<file path="config.mk">
export PLATFORM = sky130hd
export DESIGN_NAME = bus_dest_regfile
export DESIGN_NICKNAME = d
export VERILOG_FILES = /design/src/rtl/bus_dest_regfile.sv
export SDC_FILE = /design/constraint.sdc
export NUM_CORES = 1
export LEC_CHECK = 0
export BUFFER_PORTS_ARGS = -buffer_cell sky130_fd_sc_hd__buf_2
export CAP_MARGIN = 20
export CORE_MARGIN = 2
export CORE_UTILIZATION = 48
export CTS_CLUSTER_SIZE = 30
export DETAILED_ROUTE_END_ITERATION = 16
export PLACE_DENSITY_LB_ADDON = 0.2
export SETUP_SLACK_MARGIN = 0.4
export SLEW_MARGIN = 30
export SYNTH_ARGS = -nofsm -noshare
export SYNTH_HDL_FRONTEND = slang
export SYNTH_SLANG_ARGS = --single-unit
</file>
<file path="constraint.sdc">
create_clock -name CLOCK_50 -period 4.95 [get_ports CLOCK_50]
set_input_delay 0.2475 -clock CLOCK_50 [delete_from_list [all_inputs] [get_ports CLOCK_50]]
set_output_delay 0.2475 -clock CLOCK_50 [all_outputs]
set_load 0.02 [all_outputs]
</file>
<file path="src/rtl/bus_dest_regfile.sv">
// Write-back end of the 16-bit data bus: a 2-entry staging FIFO feeding ten
// destination registers q0..q9, with retired-write counting and first-error capture.
module bus_dest_regfile #(
    parameter int WIDTH = 16,
    parameter int DEPTH = 2
) (
    input  logic             CLOCK_50,
    input  logic             reset,
    input  logic [WIDTH-1:0] bus_in,
    input  logic [3:0]       dest,
    input  logic             wr_valid,
    output logic             wr_ready,
    input  logic             commit_en,
    output logic [WIDTH-1:0] q0,
    output logic [WIDTH-1:0] q1,
    output logic [WIDTH-1:0] q2,
    output logic [WIDTH-1:0] q3,
    output logic [WIDTH-1:0] q4,
    output logic [WIDTH-1:0] q5,
    output logic [WIDTH-1:0] q6,
    output logic [WIDTH-1:0] q7,
    output logic [WIDTH-1:0] q8,
    output logic [WIDTH-1:0] q9,
    output logic [7:0]       wr_count,
    output logic             err,
    output logic [3:0]       err_dest,
    input  logic             err_clr,
    output logic             busy
);

    localparam int NUM_REGS = 10;

    // Handshake: a write transfers on a rising edge where wr_valid && wr_ready.
    // wr_ready depends only on registered occupancy, never on wr_valid.
    logic [WIDTH-1:0] r_fifo_data [DEPTH];
    logic [3:0]       r_fifo_dest [DEPTH];
    logic             r_head;
    logic [1:0]       r_count;

    logic [WIDTH-1:0] r_q [NUM_REGS];
    logic [7:0]       r_wr_count;
    logic             r_err;
    logic [3:0]       r_err_dest;

    logic             w_push;
    logic             w_pop;
    logic             w_tail;
    logic [WIDTH-1:0] w_head_data;
    logic [3:0]       w_head_dest;
    logic             w_head_legal;

    assign wr_ready     = (r_count < 2'(DEPTH));
    assign w_push       = wr_valid && wr_ready;
    assign w_pop        = commit_en && (r_count != 2'd0);
    assign w_tail       = r_head ^ r_count[0];
    assign w_head_data  = r_fifo_data[r_head];
    assign w_head_dest  = r_fifo_dest[r_head];
    assign w_head_legal = (w_head_dest <= 4'd9);

    // Entry storage carries no reset; emptiness is tracked solely by r_count.
    always_ff @(posedge CLOCK_50) begin
        if (w_push) begin
            r_fifo_data[w_tail] <= bus_in;
            r_fifo_dest[w_tail] <= dest;
        end
    end

    always_ff @(posedge CLOCK_50 or posedge reset) begin
        if (reset) begin
            r_head  <= 1'b0;
            r_count <= 2'd0;
        end else begin
            if (w_pop) begin
                r_head <= ~r_head;
            end
            case ({w_push, w_pop})
                2'b10:   r_count <= r_count + 2'd1;
                2'b01:   r_count <= r_count - 2'd1;
                default: r_count <= r_count;
            endcase
        end
    end

    always_ff @(posedge CLOCK_50 or posedge reset) begin
        if (reset) begin
            for (int i = 0; i < NUM_REGS; i++) begin
                r_q[i] <= '0;
            end
            r_wr_count <= 8'd0;
        end else if (w_pop && w_head_legal) begin
            for (int i = 0; i < NUM_REGS; i++) begin
                if (w_head_dest == 4'(i)) begin
                    r_q[i] <= w_head_data;
                end
            end
            r_wr_count <= r_wr_count + 8'd1;
        end
    end

    // A retiring illegal code takes priority over a same-cycle err_clr.
    always_ff @(posedge CLOCK_50 or posedge reset) begin
        if (reset) begin
            r_err      <= 1'b0;
            r_err_dest <= 4'd0;
        end else if (w_pop && !w_head_legal) begin
            if (!r_err || err_clr) begin
                r_err      <= 1'b1;
                r_err_dest <= w_head_dest;
            end
        end else if (err_clr) begin
            r_err      <= 1'b0;
            r_err_dest <= 4'd0;
        end
    end

    assign q0       = r_q[0];
    assign q1       = r_q[1];
    assign q2       = r_q[2];
    assign q3       = r_q[3];
    assign q4       = r_q[4];
    assign q5       = r_q[5];
    assign q6       = r_q[6];
    assign q7       = r_q[7];
    assign q8       = r_q[8];
    assign q9       = r_q[9];
    assign wr_count = r_wr_count;
    assign err      = r_err;
    assign err_dest = r_err_dest;
    assign busy     = (r_count != 2'd0);

endmodule

</file>
==> impl_metrics.py <==
metrics = {
    "final_layout": {
        "area_growth_pct": 29.1,
        "drive_gt1_share_pct": 32.7,
        "final_cell_mix": "199 x buf_2, 175 x dfrtp_1, 100 x nand2_1",
        "instances_no_fill": 1117,
        "seq_area_mm2": 0.00561,
        "diodes": 0,
        "fillers": 1338,
        "multi_input_area_mm2": 0.00236,
        "final_common_cell": "buf_2",
        "finalNetCount": 908,
    },
    "timing": {
        "slew_headroom_pct": 30.9,
        "fin_skew_ns": 0.0127,
        "setup_viol": 0,
        "period_needed_ns": 2.75,
        "hold_viol": 0,
        "slew_viol_final": 0,
        "tns_ns": 0,
        "timing.hold.ws_ns": 0.0177,
        "period_share_pct": 55.6,
        "max_freq_mhz": 363,
        "rsz0062_at_grt": "no",
        "max_slew.worst_pin.slew_ns": 1.02,
    },
    "min_path": {
        "hold_path_class": "input port to flop",
    },
    "power_and_ir_drop": {
        "pwr_density_cell_mw_per_mm2": 770,
        "leakage_nw": 4.82,
        "p_total_mw": 7.98,
        "peakVddDrop_mv": 0.401,
    },
    "worst_setup_path": {
        "crit_arrival_ns": 3.09,
        "start_kind": "flop",
        "timing.rr.start": "r_head$_DFFE_PP0P_",
        "worstPathRequired_ns": 5.28,
        "path_class": "flop to flop",
        "reg2regPathDepth": 5,
        "end_kind": "flop",
        "startpoint": "r_head$_DFFE_PP0P_",
        "rrSetupSlack_ns": 2.20,
        "cp_max_fo": 32,
        "crit_end": "q8[2]$_DFFE_PP0P_",
        "r2r_end": "q8[2]$_DFFE_PP0P_",
    },
    "yosys": {
        "synth_fa_ha_area_share_pct": 0.312,
        "synth_top_area_share_pct": 54.9,
        "yosysSeqAreaShare_pct": 69.9,
        "synth_warnings": 0,
        "synthCells": 656,
        "yosys-top-cells-area": "dfrtp_1 55%, edfxtp_1 15%, o21ai_0 6.2%",
        "synth-simple-area-share_pct": 9.49,
        "synth_area_per_cell_um2": 12.2,
        "syn_nets": 683,
        "syn_area_mm2": 0.00802,
        "synthMuxAreaShare_pct": 3.21,
        "synth_xor_area_share_pct": 1.31,
        "synth.largest_area_cell": "dfrtp_1",
        "synth_compound_area_share_pct": 13.1,
        "synth_top_family_by_area": "compound AO/OA/AOI/OAI gates",
        "synth_seq_cells": 216,
        "yosysUniqueCellTypes": 35,
    },
    "route": {
        "dr.pass1.iters": 5,
        "routed_wl_mm": 21.2,
        "drt_iter0_markers": 361,
        "routed-via-count": 5847,
        "ant_nets": 0,
        "route.detailed.drc": 0,
        "vias_per_cell": 5.23,
        "wl_per_cell_um": 19.0,
    },
    "flow_run": {
        "drv_cap": 0,
    },
    "floorplanning": {
        "die_area_mm2": 0.0178,
        "die_w_um": 133,
        "std_cell_rows": 47,
        "ioPinCount": 200,
        "fp.dieH_um": 133,
        "core_mm2": 0.0165,
        "start_util_pct": 48.7,
    },
    "global_route": {
        "grt_pass1_vias": 5730,
        "grt_use_total_pct": 23.9,
        "grtUsageMet2_pct": 38.0,
        "busiest_layer": "met2",
        "antenna_found_initial": 0,
        "overflow": 0,
        "grt_max_degree": 127,
        "grt_pass1_wl_mm": 32.4,
        "use_met1_pct": 34.0,
        "use_met3_pct": 4.64,
    },
    "cts": {
        "clk_latency_ns": 0.50,
        "cts_hold_buf": 21,
        "root_buffer": "clkbuf_16",
        "cts_tree": "built",
        "clock-sinks": 216,
        "cts_setup_buffers": 0,
        "clkTransAtPathRegs_ns": 0.06,
        "clockBufferDepth": 3,
        "numCtsBuffers": 23,
        "htreeDepth": 1,
        "cts.repair.resized": 0,
    },
    "placed_design": {
        "hpwl_mm": 13.8,
        "io_buffers": 199,
        "place.gp.congestion": 0.760,
        "place_inst": 1055,
    },
    "run_status": {
        "status": "complete, no violations",
    },
}
[stage by stage]
step                      cell area (um^2)  utilization (%)  setup slack [ns]
after floorplan                       8020                -              2.45
after global placement                9260             56.3              2.15
after detailed placement              9320             56.6              1.83
after CTS                            10300             62.5              1.81
after global routing                 10400             62.9              1.99
final                                10400             62.9              2.20
[worst max-delay path, stage by stage (launching register included)]
cell and delay [ns]:
dfrtp_2 0.71, buf_4 0.40, mux2_2 0.50, a2111o_1 0.67
nand2_1 0.20, o21ai_0 0.10
[worst min path at each step]
stage	startpoint	endpoint	slack (ns)	depth (start not counted)
2_1_floorplan	bus_in[0]	r_fifo_data[0][0]$_DFFE_PP_	0.35	0
3_3_place_gp	bus_in[1]	r_fifo_data[1][1]$_DFFE_PP_	0.43	1
3_5_place_dp	reset	wr_count[7]$_DFFE_PP0P_	0.31	2
4_1_cts	err_clr	err_dest[3]$_DFFE_PP0P_	0.003	2
5_1_grt	err_clr	err_dest[3]$_DFFE_PP0P_	0.03	2
6_report	err_clr	err_dest[3]$_DFFE_PP0P_	0.02	2
[sequential cells by signal, indices dropped and copies added (netlist names)]
register / cells
err: 1
err_dest: 4
q0: 16
q1: 16
q2: 16
q3: 16
q4: 16
q5: 16
q6: 16
q7: 16
q8: 16
q9: 16
r_count: 2
r_fifo_data: 32
r_fifo_dest: 8
r_head: 1
wr_count: 8
[Yosys cell counts]
library cell  count
o211ai_1          1
nor3_1            2
xnor2_1           9
a21oi_1          54
ha_1              2
nand2b_1          4
a2111o_1          2
inv_2             1
dfrtp_1         176
xor2_1            3
nor2_1           66
o2111ai_1         4
edfxtp_1         40
nand3_1           3
mux2i_1          21
a2111oi_4         4
inv_1             3
o211a_1           1
nand2_1         100
buf_4             2
buf_2            18
or2_2             1
or3b_1            1
nor3b_1           2
o21ai_0          99
mux2i_2           1
clkbuf_1          8
a21oi_2          10
o21ai_2           1
buf_6             6
mux2_2            3
nand3b_1          2
nand4_1           3
or3b_4            1
and3_1            2
[where the power goes]
part | switching (mW) | internal [mW]
registers | 0.483 | 2.61
logic | 2.20 | 1.01
clock network | 0.669 | 1.00
total | 3.35 | 4.62
[area by class of cell]
class	count	share of cell area, %
tap	220	2.66
timing repair buffer	234	12.9
multi-input combinational	402	22.8
sequential	216	54.1
clock inverter	5	0.302
clock buffer	36	7.00
inverter	4	0.181
[routing by layer]
metal / vias up / part of all wire, %
met5: - / 0
met4: 0 / 2.5
met3: 43 / 7.3
met2: 216 / 47
met1: 2885 / 43
li1: 2703 / -
[cells by family (layout without fill, tap and decap cells)]
group / after synthesis / in the layout
AO/OA/AOI/OAI: 176 / 176
XOR/XNOR: 12 / 12
adder cells (fa/ha/maj): 2 / 2
buffers and inverters: 38 / 279
flip-flops: 216 / 216
multiplexers: 25 / 25
AND/OR/NAND/NOR: 187 / 187
Power figures use the tool's default switching activity.
